## src/rtl/mips_datapath_memory_arbiter.sv

```systemverilog
// Data-memory arbiter: the CPU memory stage has priority, an external req/ack
// port is guaranteed the memory after at most STARVE_L consecutive CPU wins.
package mips_datapath_memory_arbiter_pkg;
  typedef struct packed {
    logic clk;
    logic rst;
  } Data_Control_Control_T;

  // Ceiling log2, usable in parameter expressions.
  function automatic int Util_Math_log2(input int value);
    int result;
    result = 0;
    for (int i = 0; i < 31; i++) begin
      if ((1 << i) < value) result = i + 1;
    end
    return result;
  endfunction
endpackage

module mips_datapath_memory_arbiter
  import mips_datapath_memory_arbiter_pkg::*;
#(
  parameter int ADDR_L   = 64,
  parameter int ADDR_W   = Util_Math_log2(ADDR_L),
  parameter int STARVE_L = 4
) (
  input  Data_Control_Control_T ctrl,
  input  logic                  cpuReq,
  input  logic                  cpuWren,
  input  logic [31:0]           cpuAddr,
  input  logic [31:0]           cpuData,
  input  logic [3:0]            cpuBytes,
  output logic [31:0]           cpuOut,
  output logic                  cpuStall,
  input  logic                  extReq,
  input  logic                  extWren,
  input  logic [31:0]           extAddr,
  input  logic [31:0]           extData,
  input  logic [3:0]            extBytes,
  output logic                  extAck,
  output logic [31:0]           extOut,
  output logic                  grantExt,
  output logic [ADDR_W+1:0]     memAddr,
  output logic [31:0]           memData,
  output logic [3:0]            memBytes,
  output logic                  memWren,
  input  logic [31:0]           memOut
);
  localparam int STARVE_W = Util_Math_log2(STARVE_L + 1);
  localparam logic [STARVE_W-1:0] STARVE_MAX = STARVE_W'(STARVE_L);

  typedef enum logic {
    ARB = 1'b0,
    ACK = 1'b1
  } state_t;

  logic clk;
  logic srst;
  assign clk  = ctrl.clk;
  assign srst = ctrl.rst;

  state_t              state_q, state_d;
  logic [STARVE_W-1:0] starve_cnt_q, starve_cnt_d;
  logic [31:0]         ext_out_q, ext_out_d;
  logic                grant;
  logic                starved;
  logic                sel_wren;

  // Address bits above the memory depth are dropped on purpose.
  logic unused_addr_bits;
  assign unused_addr_bits = ^{cpuAddr[31:ADDR_W+2], extAddr[31:ADDR_W+2]};

  assign starved = (starve_cnt_q == STARVE_MAX);

  always_comb begin
    state_d      = state_q;
    starve_cnt_d = starve_cnt_q;
    ext_out_d    = ext_out_q;
    grant        = 1'b0;
    case (state_q)
      ARB: begin
        grant   = extReq & (~cpuReq | starved);
        state_d = grant ? ACK : ARB;
        if (grant || !extReq) begin
          starve_cnt_d = '0;
        end else if (!starved) begin
          starve_cnt_d = starve_cnt_q + STARVE_W'(1);
        end
      end
      // Requester still holds extReq here; it is ignored and the CPU owns memory.
      ACK: state_d = ARB;
      default: state_d = ARB;
    endcase
    if (grant && !extWren) begin
      ext_out_d = memOut;
    end
  end

  always_ff @(posedge clk) begin
    if (srst) begin
      state_q      <= ARB;
      starve_cnt_q <= '0;
      ext_out_q    <= '0;
    end else begin
      state_q      <= state_d;
      starve_cnt_q <= starve_cnt_d;
      ext_out_q    <= ext_out_d;
    end
  end

  always_comb begin
    if (grant) begin
      memAddr  = extAddr[ADDR_W+1:0];
      memData  = extData;
      memBytes = extBytes;
      sel_wren = extWren & extReq;
    end else begin
      memAddr  = cpuAddr[ADDR_W+1:0];
      memData  = cpuData;
      memBytes = cpuBytes;
      sel_wren = cpuWren & cpuReq;
    end
    memWren = sel_wren & ~srst;
  end

  assign grantExt = grant;
  assign cpuStall = cpuReq & grant;
  assign cpuOut   = memOut;
  assign extAck   = (state_q == ACK);
  assign extOut   = ext_out_q;
endmodule

```

## config.mk

```make
export PLATFORM = sky130hd
export DESIGN_NAME = mips_datapath_memory_arbiter
export DESIGN_NICKNAME = d
export VERILOG_FILES = /design/src/rtl/mips_datapath_memory_arbiter.sv
export SDC_FILE = /design/constraint.sdc
export NUM_CORES = 1
export LEC_CHECK = 0
export BUFFER_PORTS_ARGS = -buffer_cell sky130_fd_sc_hd__buf_4
export CAP_MARGIN = 25
export CORE_AREA = 2 2 112 114
export DETAILED_ROUTE_END_ITERATION = 10
export DIE_AREA = 0 0 114 116
export GPL_TIMING_DRIVEN = 0
export PLACE_DENSITY = 0.63
export SYNTH_ARGS = -nofsm -noshare
export SYNTH_HDL_FRONTEND = slang
export SYNTH_SLANG_ARGS = --single-unit
```

## constraint.sdc

```tcl
create_clock -name ctrl -period 3.78 [get_ports ctrl]
set_input_delay 0.189 -clock ctrl [delete_from_list [all_inputs] [get_ports ctrl]]
set_output_delay 0.189 -clock ctrl [all_outputs]
set_load 0.005 [all_outputs]
```

After elaboration in Yosys (flattened, before gate mapping)
Cells that the tools add are included.

word-level totals
  register bits = 36
  bits of input ports = 174
  output and inout port bits = 112
  word-level logic and storage cells = 29

operators by class
  add/sub/neg operators = 1
  eq/ne operators = 2
  mux-type cells = 9
  bitwise logic cells = 9
  reduce and logical (&&, ||, !) cells = 5

operator list
  operator                                                number
  2-to-1 mux 32 bit                                       1
  2-to-1 mux 8 bit                                        1
  2-to-1 mux 3 bit                                        2
  AND 1 bit                                               5
  2-to-1 mux 4 bit                                        1
  adder 3 x 1 -> 3 bit (second input constant)            1
  equality test 3 bit (second input constant)             1
  2-to-1 mux 1 bit                                        3
  NOT 1 bit                                               3
  logical NOT 1 bit                                       2
  inequality test 2 x 1 -> 1 bit (second input constant)  1
  case mux 1 bit (2 select lines)                         1
  AND reduction 2 bit                                     1
  logical AND 1 bit                                       1
  logical OR 1 bit                                        1
  bitwise OR 1 bit                                        1

Depth between registers and ports, before layout
Gate-level depths: netlist (run 1).

  depth after elaboration = 6
  gate-level depth with buffers = 7
  gate-level depth less buffers = 5

Worst setup path after synthesis (run 1)
OpenSTA, ideal clock, no wires.

  path type = register to output
  from = reg starve_cnt_q[0]
  to = out memData[10]
  arrival = 1.507 ns
  data required time = 3.591 ns
  setup slack = 2.084 ns
  stages on the path, launching flop included = 8
  buffers on the path = 2
  path through = dfxtp_1 > inv_1 > ha_1 > a21boi_4 > nor2_2 > buf_6 > buf_6 > mux2_4

on the way
  cells in the longest elaborated chain, start to end = 5

RTL lines
  what                    RTL line  source
  from (decl)             63        logic [STARVE_W-1:0] starve_cnt_q, starve_cnt_d;
  from (signal assigned)  106       starve_cnt_q <= starve_cnt_d;
  equality test 3 bit     73        assign starved = (starve_cnt_q == STARVE_MAX);
  bitwise OR 1 bit        82        grant = extReq & (~cpuReq | starved);
  AND 1 bit               82
  2-to-1 mux 1 bit        80        case (state_q)
  2-to-1 mux 32 bit       112       if (grant) begin
  to (decl)               44        output logic [31:0] memData,

Every way passes these cells.

==> flow_metrics.env, run 1 <==
export IMPL_viasPerCell=4.176
export IMPL_setup_viol=0
export IMPL_synth_most_common_cell="nand2b_1"
export IMPL_port_buffers=236
export IMPL_drive_gt1_share_pct=67.88
export IMPL_clk_latency_ps=280
export IMPL_async_flop_share_pct=0
export IMPL_fin_skew_ps=1.514
export IMPL_tns_ps=0
export IMPL_cp_common_cell="clkbuf_16"
export IMPL_ys_ff_latch=36
export IMPL_yosysSeqAreaShare_pct=28.15
export IMPL_ys_top_cells_by_area="dfxtp_1, nand2b_1, mux2_4"
export IMPL_nets=691
export IMPL_critPathLaunchType="clock port"
export IMPL_finalPower_mw=3.529
export IMPL_gr_usage_all_layers_pct=15.04
export IMPL_cp_max_fo=6
export IMPL_die_x_um=114
export IMPL_path_cells="clkbuf_16, clkbuf_16, clkbuf_1, clkbuf_16, clkbuf_16, nand3b_1, mux2i_1, buf_4"
export IMPL_routed_via_count=2802
export IMPL_drt_wirelength_per_cell_um=15.49
export IMPL_slowest_delay_ps=160
export IMPL_slowest_stage="clkbuf_16"
export IMPL_r2r_slack_ps=2090
export IMPL_min_path_type="primary input to register"
export IMPL_hold_viol_final=0
export IMPL_post_cts_setup_buffers=0
export IMPL_status="complete, no violations"
export IMPL_antenna_left=0
export IMPL_multiInputGateArea_um2=1493
export IMPL_cts_hold_fix_buffers=0
export IMPL_critical_path_required_ps=3590
export IMPL_synth_main_ff_cell="dfxtp_1"
export IMPL_synth_nets=424
export IMPL_rsz0062_at_grt="false"
export IMPL_slew_violations=0
export IMPL_vdd_drop_max_mv=0.3511
export IMPL_slew_headroom_pct=72.54
export IMPL_syn_area_um2=2560
export IMPL_start_util_pct=21.49
export IMPL_antenna_found_initial=1
export IMPL_max_slew_worst_pin_slew_ps=410.6
export IMPL_yosys_area_top_type_share_pct=28.15
export IMPL_end_kind="primary output"
export IMPL_synth_edf_count=0
export IMPL_yosys_top_cells_count="nand2b_1, dfxtp_1, buf_4, mux2i_1, mux2_4"
export IMPL_synthCells=248
export IMPL_powerDensity_nw_per_um2=663.7
export IMPL_first_pass_iters=6
export IMPL_rows=40
export IMPL_fillers=1155
export IMPL_die_height_um=116
export IMPL_cts_tree="done"
export IMPL_p_leak_nw=2.579
export IMPL_cpLargestDelayFamily="buffers and inverters"
export IMPL_clk_pin_slew_ps=50
export IMPL_areaGrowthSynthToFinish_pct=107.7
export IMPL_wl_mm=10.39
export IMPL_grt_pass1_vias=3540
export IMPL_synth_area_per_cell_um2=10.32
export IMPL_ys_warn_count=0
export IMPL_crit_type="clock port to primary output"
export IMPL_dieArea_um2=13220
export IMPL_ys_types=26
export IMPL_drv_cap=0
export IMPL_cts_resized=0
export IMPL_drc_errors=0
export IMPL_seq_area_um2=720.7
export IMPL_place_congestion=0.7823
export IMPL_io_pins=286
export IMPL_grt_max_degree=11
export IMPL_cp_arrival_ps=2970
export IMPL_drtIter0Drc=47
export IMPL_cp_num_buf_inv=6
export IMPL_yosysTopAreaCell="dfxtp_1"
export IMPL_grt_overflow=0
export IMPL_dp_final_hpwl_mm=8.366
export IMPL_core_um2=11910
export IMPL_grt_pass1_wl_mm=14.77
## cells in the final DEF, fill, tap and decap left out, types with 2 or more instances in the layout
| master | n |
|---|---|
| nand2_1 | 3 |
| clkbuf_1 | 10 |
| inv_1 | 2 |
| nand2b_1 | 65 |
| clkbuf_16 | 29 |
| a21oi_1 | 3 |
| ha_1 | 2 |
| dfxtp_1 | 36 |
| mux2_2 | 17 |
| mux2i_1 | 33 |
| mux2_4 | 27 |
| buf_4 | 271 |
| buf_6 | 4 |
| clkinv_1 | 5 |
## metrics by stage
| step | hold slack, ps | util, % | cell area, um^2 | cells | setup WS [ps] |
|---|---|---|---|---|---|
| detailed placement | 303.7 | 37.91 | 4516 | 631 | 1165 |
| floorplan | 303.7 | - | 2560 | 248 | 1249 |
| finish | 183.5 | 44.64 | 5318 | 671 | 620.9 |
| global placement | 303.7 | 37.91 | 4516 | 631 | 1165 |
| CTS | 178.4 | 44.62 | 5315 | 670 | 583.8 |
| global route | 186.0 | 44.62 | 5315 | 670 | 567.1 |
## layout make-up
type | instances | share of cell area (%)
Timing Repair Buffer | 235 | 33.18
Multi-Input combinational cell | 163 | 28.07
Clock buffer | 34 | 14.26
Sequential cell | 36 | 13.55
Buffer | 47 | 6.376
Tap cell | 147 | 3.459
Clock inverter | 6 | 0.9176
Inverter | 2 | 0.1412
Antenna cell | 1 | 0.04706
## where the power goes
part,switching (mW),internal (mW)
logic,0.198,0.376
clock network,0.669,1.76
registers,0.0560,0.470
total,0.923,2.61
## cell families (layout without fill, tap and decap cells)
| group | after synthesis | after routing | share of synthesized area [%] |
|---|---|---|---|
| adder cells (fa/ha/maj) | 2 | 2 | 0.9774 |
| AND/OR/NAND/NOR | 79 | 79 | 19.50 |
| multiplexers | 77 | 77 | 36.22 |
| buffers and inverters | 49 | 324 | 13.54 |
| AO/OA/AOI/OAI | 5 | 5 | 1.613 |
| flip-flops | 36 | 36 | 28.15 |
| other | 0 | 1 | 0 |
## final timing paths
| path | startpoint | cells past startpoint | to |
|---|---|---|---|
| worst max-delay path | ctrl[0] | 8 | memWren |
| worst min-delay path | memOut[26] | 3 | extOut[26] |
| worst max register to register | starve_cnt_q[0] | 6 | extOut[8] |
| worst min register to register | extOut[4] | 2 | extOut[4] |
## routing by layer
| layer | up-vias | GRT usage [%] | routed length (um) |
|---|---|---|---|
| li1 | 1338 | - | - |
| met1 | 1255 | 11.89 | 3477 |
| met2 | 183 | 22.02 | 5364 |
| met3 | 26 | 12.34 | 1328 |
| met4 | 0 | 16.34 | 223 |
| met5 | - | 0 | 0 |
## worst reg2reg max path, delay by kind of cell (launching register included)
kind,cells,cell delay [ps]
simple gates,1,390
mux,1,220
compound gates,1,100
fa+ha+maj,1,190
buf+inv,2,380
flops,1,340
## state kept, by name, indices dropped and copies added (netlist names)
name and count:
extAck 1, extOut 32, starve_cnt_q 3
No activity file was read; power rests on OpenSTA's default activity.
==> run 2: changes to the inputs <==
- PLACE_DENSITY: 0.63 -> 0.65
- clock period: 3.78 -> 2.9 ns (I/O delays scaled with it)
==> flow_metrics.env, run 2 (synthesized netlist as in run 1, its figures left out) <==
export IMPL_cts_hold_fix_buffers=0
export IMPL_final_cell_mix="buf_4, nand2b_1, dfxtp_1"
export IMPL_path_cells="clkbuf_16, clkbuf_16, clkbuf_1, clkbuf_16, clkbuf_16, nand3b_1, mux2i_1, buf_4"
export IMPL_hold_viol_final=0
export IMPL_fillers=1137
export IMPL_slew_violations=0
export IMPL_drtIter0Drc=75
export IMPL_dp_final_hpwl_mm=8.284
export IMPL_critical_path_required_ps=2760
export IMPL_drt_wirelength_per_cell_um=15.43
export IMPL_slowest_stage="clkbuf_16"
export IMPL_core_um2=11910
export IMPL_gr_usage_all_layers_pct=14.86
export IMPL_grt_overflow=0
export IMPL_viasPerCell=4.112
export IMPL_antenna_left=0
export IMPL_nets=691
export IMPL_rows=40
export IMPL_cp_common_cell="clkbuf_16"
export IMPL_status="complete, no violations"
export IMPL_maxUsedRoutingLayer="met4"
export IMPL_vdd_drop_max_mv=0.4094
export IMPL_layout_commonest_cell="buf_4"
export IMPL_seq_area_um2=720.7
export IMPL_port_buffers=236
export IMPL_slowest_delay_ps=160
export IMPL_drive_gt1_share_pct=68.65
export IMPL_areaGrowthSynthToFinish_pct=108.6
export IMPL_wl_mm=10.29
export IMPL_grt_pass1_vias=3495
export IMPL_largest_reg_flops=32
export IMPL_fin_ws_ps=223.3
export IMPL_drc_errors=0
export IMPL_p_leak_nw=2.593
export IMPL_routed_via_count=2743
export IMPL_pre_cts_ws_ps=768.5
export IMPL_cts_tree="done"
export IMPL_utilization_pct=44.83
export IMPL_multiInputGateArea_um2=1493
export IMPL_die_x_um=114
export IMPL_cpLargestDelayFamily="buffers and inverters"
export IMPL_grt_max_degree=12
export IMPL_post_cts_setup_buffers=0
export IMPL_diodes=0
export IMPL_drv_cap=0
export IMPL_fin_skew_ps=4.206
export IMPL_io_pins=286
export IMPL_first_pass_iters=4
export IMPL_antenna_found_initial=0
export IMPL_dieArea_um2=13220
export IMPL_cp_arrival_ps=2530
export IMPL_wl_met1_mm=3.597
export IMPL_place_congestion=0.8222
export IMPL_clk_latency_ps=280
export IMPL_max_slew_worst_pin_slew_ps=389.0
export IMPL_grt_pass1_wl_mm=14.75
export IMPL_tns_ps=0
export IMPL_cp_num_buf_inv=6
export IMPL_cts_resized=0
export IMPL_wl_met3_mm=1.186
export IMPL_slew_headroom_pct=73.98
export IMPL_setup_viol=0
export IMPL_rsz0062_at_grt="false"
export IMPL_critPathLaunchType="clock port"
export IMPL_cp_max_fo=6
export IMPL_start_util_pct=21.49
export IMPL_die_height_um=116
export IMPL_clk_pin_slew_ps=60
export IMPL_end_kind="primary output"
export IMPL_powerDensity_nw_per_um2=879.3
export IMPL_min_path_type="primary input to register"
export IMPL_crit_type="clock port to primary output"
export IMPL_met2WireLength_mm=5.215
-- run 2: worst paths after layout --
check | from | to | slack, ps | cells past startpoint
worst min register to register | starve_cnt_q[1] | starve_cnt_q[1] | 470 | 2
worst min-delay path | memOut[24] | extOut[24] | 140 | 3
worst max-delay path | ctrl[0] | memWren | 220 | 8
worst max register to register | starve_cnt_q[0] | extOut[12] | 1230 | 6
-- run 2: routing by layer --
metal | GRT usage (%) | vias up
li1 | - | 1332
met1 | 12.27 | 1210
met2 | 22.18 | 176
met3 | 10.88 | 25
met4 | 15.93 | 0
met5 | 0 | -
-- run 2: final cells by class --
class	count	area share [%]
buffer	47	6.350
clock buffer	33	14.32
sequential	36	13.50
timing repair buffer	235	33.04
tap	147	3.444
inverter	2	0.1406
multi-input combinational	163	27.95
clock inverter	4	1.265
-- run 2: through the flow --
step / instance area [um^2] / total power, mW / cells / hold WS [ps]
floorplan: 2560 / 1.570 / 248 / 292.5
global placement: 4516 / 2.084 / 631 / 303.7
detailed placement: 4516 / 2.091 / 631 / 303.7
CTS: 5340 / 4.846 / 667 / 135.6
global route: 5340 / 4.996 / 667 / 137.9
finish: 5340 / 4.695 / 667 / 139.6
-- run 2: worst reg2reg max path: cells and delay by family, from the launching register on --
family / cells / cell delay (ps)
multiplexers: 1 / 220
flip-flops: 1 / 330
buffers and inverters: 2 / 360
adder cells (fa/ha/maj): 1 / 200
AO/OA/AOI/OAI: 1 / 110
AND/OR/NAND/NOR: 1 / 370
-- run 2: power by group --
group          switching, mW  internal, mW
Sequential            0.0724         0.612
Clock                  0.862          2.40
Combinational          0.262         0.491
